[config.mk]
export PLATFORM = sky130hd
export DESIGN_NAME = stream_inverse
export DESIGN_NICKNAME = d
export VERILOG_FILES = /design/src/rtl/stream_inverse.sv
export SDC_FILE = /design/constraint.sdc
export NUM_CORES = 1
export LEC_CHECK = 0
export CAP_MARGIN = 20
export CORE_MARGIN = 4
export CORE_UTILIZATION = 55
export CTS_CLUSTER_DIAMETER = 60
export DETAILED_ROUTE_END_ITERATION = 8
export GPL_ROUTABILITY_DRIVEN = 1
export PLACE_DENSITY = 0.83
export SLEW_MARGIN = 20
export SYNTH_ARGS = -nofsm -noshare
export SYNTH_HDL_FRONTEND = slang
export SYNTH_SLANG_ARGS = --single-unit
[constraint.sdc]
create_clock -name clk -period 4 [get_ports clk]
set_input_delay 0.8 -clock clk [delete_from_list [all_inputs] [get_ports clk]]
set_output_delay 0.8 -clock clk [all_outputs]
set_load 0.05 [all_outputs]
[src/rtl/stream_inverse.sv]
// Block-reversal stage: groups a free-running word stream into blocks of DEPTH
// and re-emits each block last-word-first through a two-bank ping-pong buffer.
module stream_inverse #(
  parameter int unsigned WIDTH = 32,
  parameter int unsigned DEPTH = 4
) (
  input  logic             clk,
  input  logic             rst,
  input  logic [WIDTH-1:0] in1,
  output logic [WIDTH-1:0] out,
  output logic             valid,
  output logic             ready
);

  localparam int unsigned AW = (DEPTH > 1) ? $clog2(DEPTH) : 1;

  logic [WIDTH-1:0] r_bank [2][DEPTH];
  logic [AW-1:0]    r_widx;
  logic             r_sel;
  logic             r_primed;

  logic [AW-1:0]    w_ridx;
  logic             w_wrap;

  assign w_wrap = (r_widx == AW'(DEPTH - 1));
  // Read walks the idle bank backwards in lockstep with the write index
  assign w_ridx = AW'(DEPTH - 1) - r_widx;
  assign ready  = rst;

  always_ff @(posedge clk or negedge rst) begin
    if (!rst) begin
      r_widx   <= '0;
      r_sel    <= 1'b0;
      r_primed <= 1'b0;
    end else begin
      r_widx <= r_widx + AW'(1);
      if (w_wrap) begin
        r_sel    <= ~r_sel;
        r_primed <= 1'b1;
      end
    end
  end

  // Storage is not reset; stale contents are never read before being rewritten
  always_ff @(posedge clk) begin
    r_bank[r_sel][r_widx] <= in1;
  end

  always_ff @(posedge clk or negedge rst) begin
    if (!rst) begin
      out   <= '0;
      valid <= 1'b0;
    end else if (r_primed) begin
      out   <= r_bank[~r_sel][w_ridx];
      valid <= 1'b1;
    end
  end

endmodule

==> results.ini, run 1 <==
[sta]
slew_violations = 0
hold_viol_final = 0
max_slew_margin_pct = 30.6
fin_worst_skew_ps = 11.2
whs_ps = 476
tns_ps = 0
finalCritPeriodShare_pct = 64.7
max_freq_mhz = 387
min_period_ps = 2590
tightestPinTransition_ps = 1040
setup_viol = 0
rsz0062_at_grt = no

[clock_tree]
post_cts_resized = 0
clock_latency_ps = 540
clock_sinks = 293
hold_buffers = 0
cts.clk_slew.worst_paths_ps = 70
max-clock-path-buffers = 3
htreeDepth = 1
post_cts_buffers = 0
cts_tree = done
ctsRootBufferMaster = clkbuf_16
cts_buffers = 28

[detailed_routing]
routed-via-count = 5956
ant_nets = 0
wl_microns = 23000
wire_per_inst_microns = 22.9
drt_iter0_drc = 417
via_per_inst = 5.93
first_pass_iters = 5
route.detailed.drc = 0

[synthesis]
ys_ff_latch = 293
synth.most_common_cell = edfxtp_1
synth_area_sq_um = 11400
async_flop_share_pct = 12.6
synth-edff-count = 256
synthFlopType = edfxtp_1
ys_types = 18
syn_area_per_cell_sq_um = 17.7
ys.warnings.count = 0
synth_area_leaders = edfxtp_1, mux2i_1, dfrtp_1
synth_top_cells_by_count = edfxtp_1, mux2i_1, nand3_1
ys_seq_area_share_pct = 75.7
synth_fp_nets = 682
synth_top_area_share_pct = 67.6
synth_top_cell_by_area = edfxtp_1
synth_cells = 644

[critical_path]
cp-start-kind = input pin
cp_num_buf_inv = 2
worstPathCellList = buf_2 -> clkdlybuf4s50_1
cp_top_family = buffers and inverters
worstSetupPathType = input pin to output port
cp_max_fo = 2
crit_slowest_cell = clkdlybuf4s50_1
slowest_delay_ps = 820
cp_data_required_time_ps = 3200
arrival_ps = 1790
critPathCaptureType = output port

[power_and_ir_drop]
p_int_uw = 5040
power_uw = 6240
p_switching_uw = 1200
pwr-share-seq_pct = 54.0
p_comb_share_pct = 2.8
p_leak_uw = 0.00429
power_frac_clock_pct = 43.2
peakVddDrop_mv = 0.358
switching_share_pct = 19.3
pwr_density_cell_nw_per_um2 = 469

[die]
num_rows = 52
core_sq_um = 20300
chipHeight_microns = 152
die-area_sq_um = 23000
initial_core_util_pct = 56.0
die_x_microns = 152
ios = 68

[layout]
multi_input_area_sq_um = 2530
regArea_sq_um = 8620
fill_cells = 1352
layout-drive-gt1-share_pct = 10.4
syn_to_final_growth_pct = 17.1
finalNetCount = 750

[grt]
antenna_found_initial = 1
grt_overflow = 0
grt_usage_pct = 20.1
first_global_vias = 6397
grt_pass1_wl_microns = 35100
grt_max_degree = 71

[placed_design]
numPortBuffers = 67
gp_congestion = 0.736
hpwl_microns = 12300

[run]
cap_viol_max_count = 0

[status]
status = finished clean

[hold_path]
min_path_type = input pin to async pin

-- area by class of cell --
cell class / instances / area share (%)
clock buffer: 39 / 6.18
clock inverter: 13 / 1.04
tap: 270 / 2.54
multi-input combinational: 305 / 19.0
sequential: 293 / 64.7
antenna: 1 / 0.0188
inverter: 2 / 0.0564
timing repair buffer: 82 / 6.39
-- registers in the layout, indices dropped and copies added (netlist names) --
name and count:
r_sel 1, out 32, r_widx 2, r_primed 1, r_bank 256, valid 1
-- final timing paths --
check,endpoint,slack (ps),cells after the start,from
hold reg to reg,valid,500,1,valid
min in group clk,valid,500,1,valid
max in group asynchronous,r_sel,3020,2,rst
setup / recovery,ready,1410,2,rst
hold / removal,out[18],480,2,rst
setup reg to reg,r_bank[0][73],1430,3,r_widx[0]
-- layout by cell type, fill, tap and decap left out, drive strengths merged --
| cell type | Yosys | routed |
|---|---|---|
| buf | 37 | 16 |
| bufinv | 0 | 3 |
| clkinv | 0 | 9 |
| clkinvlp | 0 | 1 |
| ha | 4 | 4 |
| a41o | 32 | 32 |
| dfrtp | 37 | 37 |
| inv | 2 | 2 |
| nor2b | 37 | 37 |
| diode | 0 | 1 |
| edfxtp | 256 | 256 |
| and2 | 4 | 4 |
| nor2 | 1 | 1 |
| mux2i | 128 | 128 |
| clkbuf | 7 | 39 |
| clkdlybuf4s50 | 0 | 66 |
| nand3 | 64 | 64 |
| a22oi | 32 | 32 |
| or2 | 2 | 2 |
| xor2 | 1 | 1 |
-- power by group through the flow --
stage / registers [uW] / logic, uW / clock network [uW]
floorplan: 3490 / 7.60 / 0
global placement: 3430 / 172 / 0
detailed placement: 3430 / 176 / 0
CTS: 3370 / 176 / 2720
global route: 3370 / 183 / 2850
finish: 3370 / 175 / 2700
-- metal layers --
layer,GRT usage (%),vias to the layer above,part of all wire (%)
met1,26.3,3002,40
met3,3.51,42,6.7
met5,0,-,0
met2,35.0,233,51
met4,5.75,0,2.1
li1,-,2679,-
-- per-stage QoR --
step	cell area, sq um	instances	utilization [%]	worst slack (ps)
6_report	13300	1005	65.6	1410
5_1_grt	13300	1005	65.6	1340
4_1_cts	13300	1002	65.3	1320
3_5_place_dp	12300	950	60.6	1330
3_3_place_gp	12300	949	60.4	1380
2_1_floorplan	11400	644	-	1100
-- cells by family after synthesis --
| kind of cell | Yosys count | share of synthesized area [%] |
|---|---|---|
| buffers and inverters | 46 | 2.33 |
| XOR/XNOR | 1 | 0.0770 |
| AO/OA/AOI/OAI | 64 | 4.93 |
| flip-flops | 293 | 75.7 |
| multiplexers | 128 | 11.3 |
| AND/OR/NAND/NOR | 108 | 5.22 |
| adder cells (fa/ha/maj) | 4 | 0.440 |
Note: power is estimated with default switching activity, not from simulation.
==> run 2: changes to the inputs <==
Clock period 4 ns to 2.6 ns, I/O delays scaled along.
==> run 2 against run 1 <==
Against the previous run: register-to-register slack got worse by 950 ps; setup slack worse by 1100 ps; via count increased by 2.3%; clock skew down 0.91 ps; cell area increased by 0.46%; clock power grew 51%; routed wire length rose by 1.5%; largest power group unchanged; die area unchanged; global-route usage up 0.25 points; critical path type is now flop to output port; combinational power up 57%; utilization up 0.30 points.
==> results.ini, run 2 (synthesis gave the netlist of run 1 again) <==
[sta]
tightestPinTransition_ps = 1020
setup_viol = 0
min_period_ps = 2280
slew_violations = 0
rsz0062_at_grt = no
fin_worst_skew_ps = 10.3
finalCritPeriodShare_pct = 87.8
max_freq_mhz = 438
hold_viol_final = 0
max_slew_margin_pct = 31.5

[die]
die-area_sq_um = 23000
chipHeight_microns = 152
core_sq_um = 20300
ios = 68
die_x_microns = 152
initial_core_util_pct = 56.0
num_rows = 52

[layout]
largestRegisters = r_bank x256, out x32, r_widx x2
syn_to_final_growth_pct = 17.6
finalNetCount = 759
layout-drive-gt1-share_pct = 10.9
top_register = r_bank
design_area_sq_um = 13400
mostFrequentLayoutCell = edfxtp_1
final_cell_mix = edfxtp_1, mux2i_1, clkdlybuf4s50_1
largest_register_ffs = 256
diodes = 0
fill_cells = 1341

[grt]
grt_overflow = 0
first_global_vias = 6499
grt_max_degree = 81
grt_usage_pct = 20.3
antenna_found_initial = 0
grt_pass1_wl_microns = 35600

[clock_tree]
hold_buffers = 0
clock_sinks = 293
cts_buffers = 29
htreeDepth = 1
cts_tree = done
post_cts_resized = 0
cts.clk_slew.worst_paths_ps = 60
max-clock-path-buffers = 3
post_cts_buffers = 0
ctsRootBufferMaster = clkbuf_16
clock_latency_ps = 530

[critical_path]
crit_slowest_cell = clkdlybuf4s50_1
critPathCaptureType = output port
slowest_delay_ps = 830
cp_max_fo = 2
worstPathCellList = clkdlybuf4s50_1
cp_num_buf_inv = 1
cp_data_required_time_ps = 2080
arrival_ps = 1760
cp-start-kind = flop
cp_top_family = buffers and inverters
worstSetupPathType = flop to output port

[placed_design]
gp_congestion = 0.749
postPlaceCellArea_sq_um = 12400
hpwl_microns = 13200
numPortBuffers = 67

[detailed_routing]
ant_nets = 0
first_pass_iters = 7
routed-via-count = 6095
drt_iter0_drc = 443
wire_per_inst_microns = 23.1
wl_microns = 23400
via_per_inst = 6.02
route.detailed.drc = 0

[power_and_ir_drop]
pwr_density_cell_nw_per_um2 = 714
power_uw = 9550
peakVddDrop_mv = 0.648
p_leak_uw = 0.00432

[status]
status = finished clean

[run]
cap_viol_max_count = 0

[hold_path]
min_path_type = input pin to async pin

==> run 2: path summary, 6_finish.rpt <==
check / depth (start not counted) / startpoint / end / slack (ps)
min in group clk: 1 / valid / valid / 480
worst max-delay path: 1 / out[28] / out[28] / 320
worst max register to register: 2 / r_widx[1] / r_bank[0][19] / 480
worst min register to register: 1 / valid / valid / 480
worst min-delay path: 2 / rst / out[4] / 250
max in group asynchronous: 2 / rst / r_sel / 1880
==> run 2: cell type report <==
| type | count | area, sq um | share of cell area, % |
|---|---|---|---|
| Tap cell | 270 | 338 | 2.53 |
| Inverter | 2 | 7.51 | 0.0561 |
| Timing Repair Buffer | 90 | 943 | 7.05 |
| Sequential cell | 293 | 8620 | 64.4 |
| Multi-Input combinational cell | 305 | 2530 | 18.9 |
| Clock inverter | 12 | 143 | 1.07 |
| Clock buffer | 41 | 791 | 5.91 |
==> run 2: where the power goes <==
part	switching, uW	internal, uW	total (uW)	leakage (uW)
registers	23.3	5160	5190	0.00278
clock network	1680	2410	4090	0.000454
logic	180	94.0	274	0.00109
==> run 2: stage by stage <==
stage | utilization, % | hold slack, ps | setup TNS, ps | setup WS [ps] | std cells
detailed placement | 61.1 | 461 | 0 | 424 | 958
finish | 65.9 | 249 | 0 | 317 | 1013
floorplan | - | 224 | -124 | -3.88 | 644
global route | 65.9 | 256 | 0 | 280 | 1013
global placement | 61.1 | 451 | 0 | 540 | 958
CTS | 65.7 | 252 | 0 | 300 | 1011
==> run 2: routing by layer <==
| layer | share of wire [%] | GRT usage, % | up-vias |
|---|---|---|---|
| met1 | 41 | 26.9 | 3127 |
| li1 | - | - | 2698 |
| met4 | 2.0 | 6.38 | 0 |
| met3 | 6.7 | 3.63 | 38 |
| met2 | 50 | 34.7 | 232 |
| met5 | 0 | 0 | - |
==> run 3: changes to the inputs <==
Settings changed: CORE_MARGIN 4 to 2.
==> run 3 against run 2 <==
Against the previous run: sequential share of layout area increased by 0.090 points; routed wire length decreased by 3.6%; setup slack improved by 15 ps; total power decreased by 1.6%; utilization increased by 0.12 points; die area decreased by 5.2%; sequential power about the same; critical path depth unchanged; global-route usage increased by 0.49 points; clock-buffer cell count increased by 4; largest cell class unchanged.
==> results.ini, run 3 (synthesis gave the netlist of run 1 again) <==
[status]
status = finished clean

[detailed_routing]
via_per_inst = 5.85
wl_microns = 22600
wire_per_inst_microns = 22.1
first_pass_iters = 5
routed-via-count = 5963
route.detailed.drc = 0
drt_iter0_drc = 506
ant_nets = 0

[layout]
finalNetCount = 765
utilization_pct = 66.0
largestRegisters = r_bank x256, out x32, r_widx x2
final_cell_mix = edfxtp_1, mux2i_1, clkdlybuf4s50_1
top_register = r_bank
layout-drive-gt1-share_pct = 11.7
syn_to_final_growth_pct = 17.5
mostFrequentLayoutCell = edfxtp_1
largest_register_ffs = 256

[placed_design]
hpwl_microns = 12900
numPortBuffers = 67
gp_congestion = 0.741

[power_and_ir_drop]
pwr-share-seq_pct = 55.2
p_leak_uw = 0.00434
p_int_uw = 7600
switching_share_pct = 19.1
p_comb_share_pct = 2.9
p_switching_uw = 1800
pwr_density_cell_nw_per_um2 = 703
peakVddDrop_mv = 0.671
power_frac_clock_pct = 41.9
power_uw = 9400

[grt]
grt_max_degree = 49
antenna_found_initial = 1
grt_usage_pct = 20.8
first_global_vias = 6197
grt_overflow = 0
grt_pass1_wl_microns = 34600

[hold_path]
min_path_type = input pin to async pin

[sta]
slew_violations = 0
setup_viol = 0
fin_worst_skew_ps = 18.4
tns_ps = 0
tightestPinTransition_ps = 656
max_freq_mhz = 441
hold_viol_final = 0
min_period_ps = 2270
finalCritPeriodShare_pct = 87.2
max_slew_margin_pct = 56.2
rsz0062_at_grt = no

[critical_path]
cp-start-kind = flop
worstPathCellList = clkdlybuf4s50_1
cp_max_fo = 2
arrival_ps = 1750
crit_slowest_cell = clkdlybuf4s50_1
slowest_delay_ps = 820
cp_num_buf_inv = 1
cp_top_family = buffers and inverters
critPathCaptureType = output port
cp_data_required_time_ps = 2080
worstSetupPathType = flop to output port

[clock_tree]
hold_buffers = 0
max-clock-path-buffers = 3
cts_tree = done
post_cts_resized = 0
cts_buffers = 28
clock_sinks = 293
cts.clk_slew.worst_paths_ps = 60
clock_latency_ps = 530
htreeDepth = 1
ctsRootBufferMaster = clkbuf_16
post_cts_buffers = 0

[die]
initial_core_util_pct = 56.2
num_rows = 52
ios = 68
chipHeight_microns = 148
die-area_sq_um = 21800
core_sq_um = 20200
die_x_microns = 148

[run]
cap_viol_max_count = 0

run 3: cell type report:
cell class | instances | area [sq um]
multi-input combinational | 305 | 2530
inverter | 2 | 7.51
tap | 270 | 338
sequential | 293 | 8620
timing repair buffer | 97 | 938
antenna | 1 | 2.50
clock inverter | 7 | 61.3
clock buffer | 45 | 856
fill | 1297 | 6880
run 3: path summary, 6_finish.rpt:
| path | depth (start not counted) | from | endpoint | slack [ps] |
|---|---|---|---|---|
| setup / recovery | 1 | out[4] | out[4] | 330 |
| hold / removal | 2 | rst | out[6] | 270 |
| setup reg to reg | 4 | r_sel | out[23] | 620 |
| hold reg to reg | 1 | valid | valid | 480 |
| max in group asynchronous | 2 | rst | r_sel | 1840 |
| min in group clk | 1 | valid | valid | 480 |
run 3: power by group through the flow:
stage	Sequential (uW)	Combinational, uW	Clock, uW
after floorplan	5370	11.7	0
after global placement	5280	261	0
after detailed placement	5280	269	0
after CTS	5190	270	3990
after global routing	5190	282	4180
final	5190	270	3940
run 3: metrics by stage:
stage	setup WS (ps)	instance area, sq um	instances	hold slack (ps)
2_1_floorplan	-3.88	11400	644	224
3_3_place_gp	710	12400	967	451
3_5_place_dp	661	12400	967	470
4_1_cts	318	13400	1019	258
5_1_grt	299	13400	1020	280
6_report	332	13400	1020	270
run 3: per-layer routing:
metal  track usage [%]  routed length [microns]  up-vias
met1              27.8                     9300     2977
met4              6.11                      410        0
met3              3.80                     1410       36
met5                 0                        0        -
met2              35.5                    11400      242
li1                  -                        -     2708
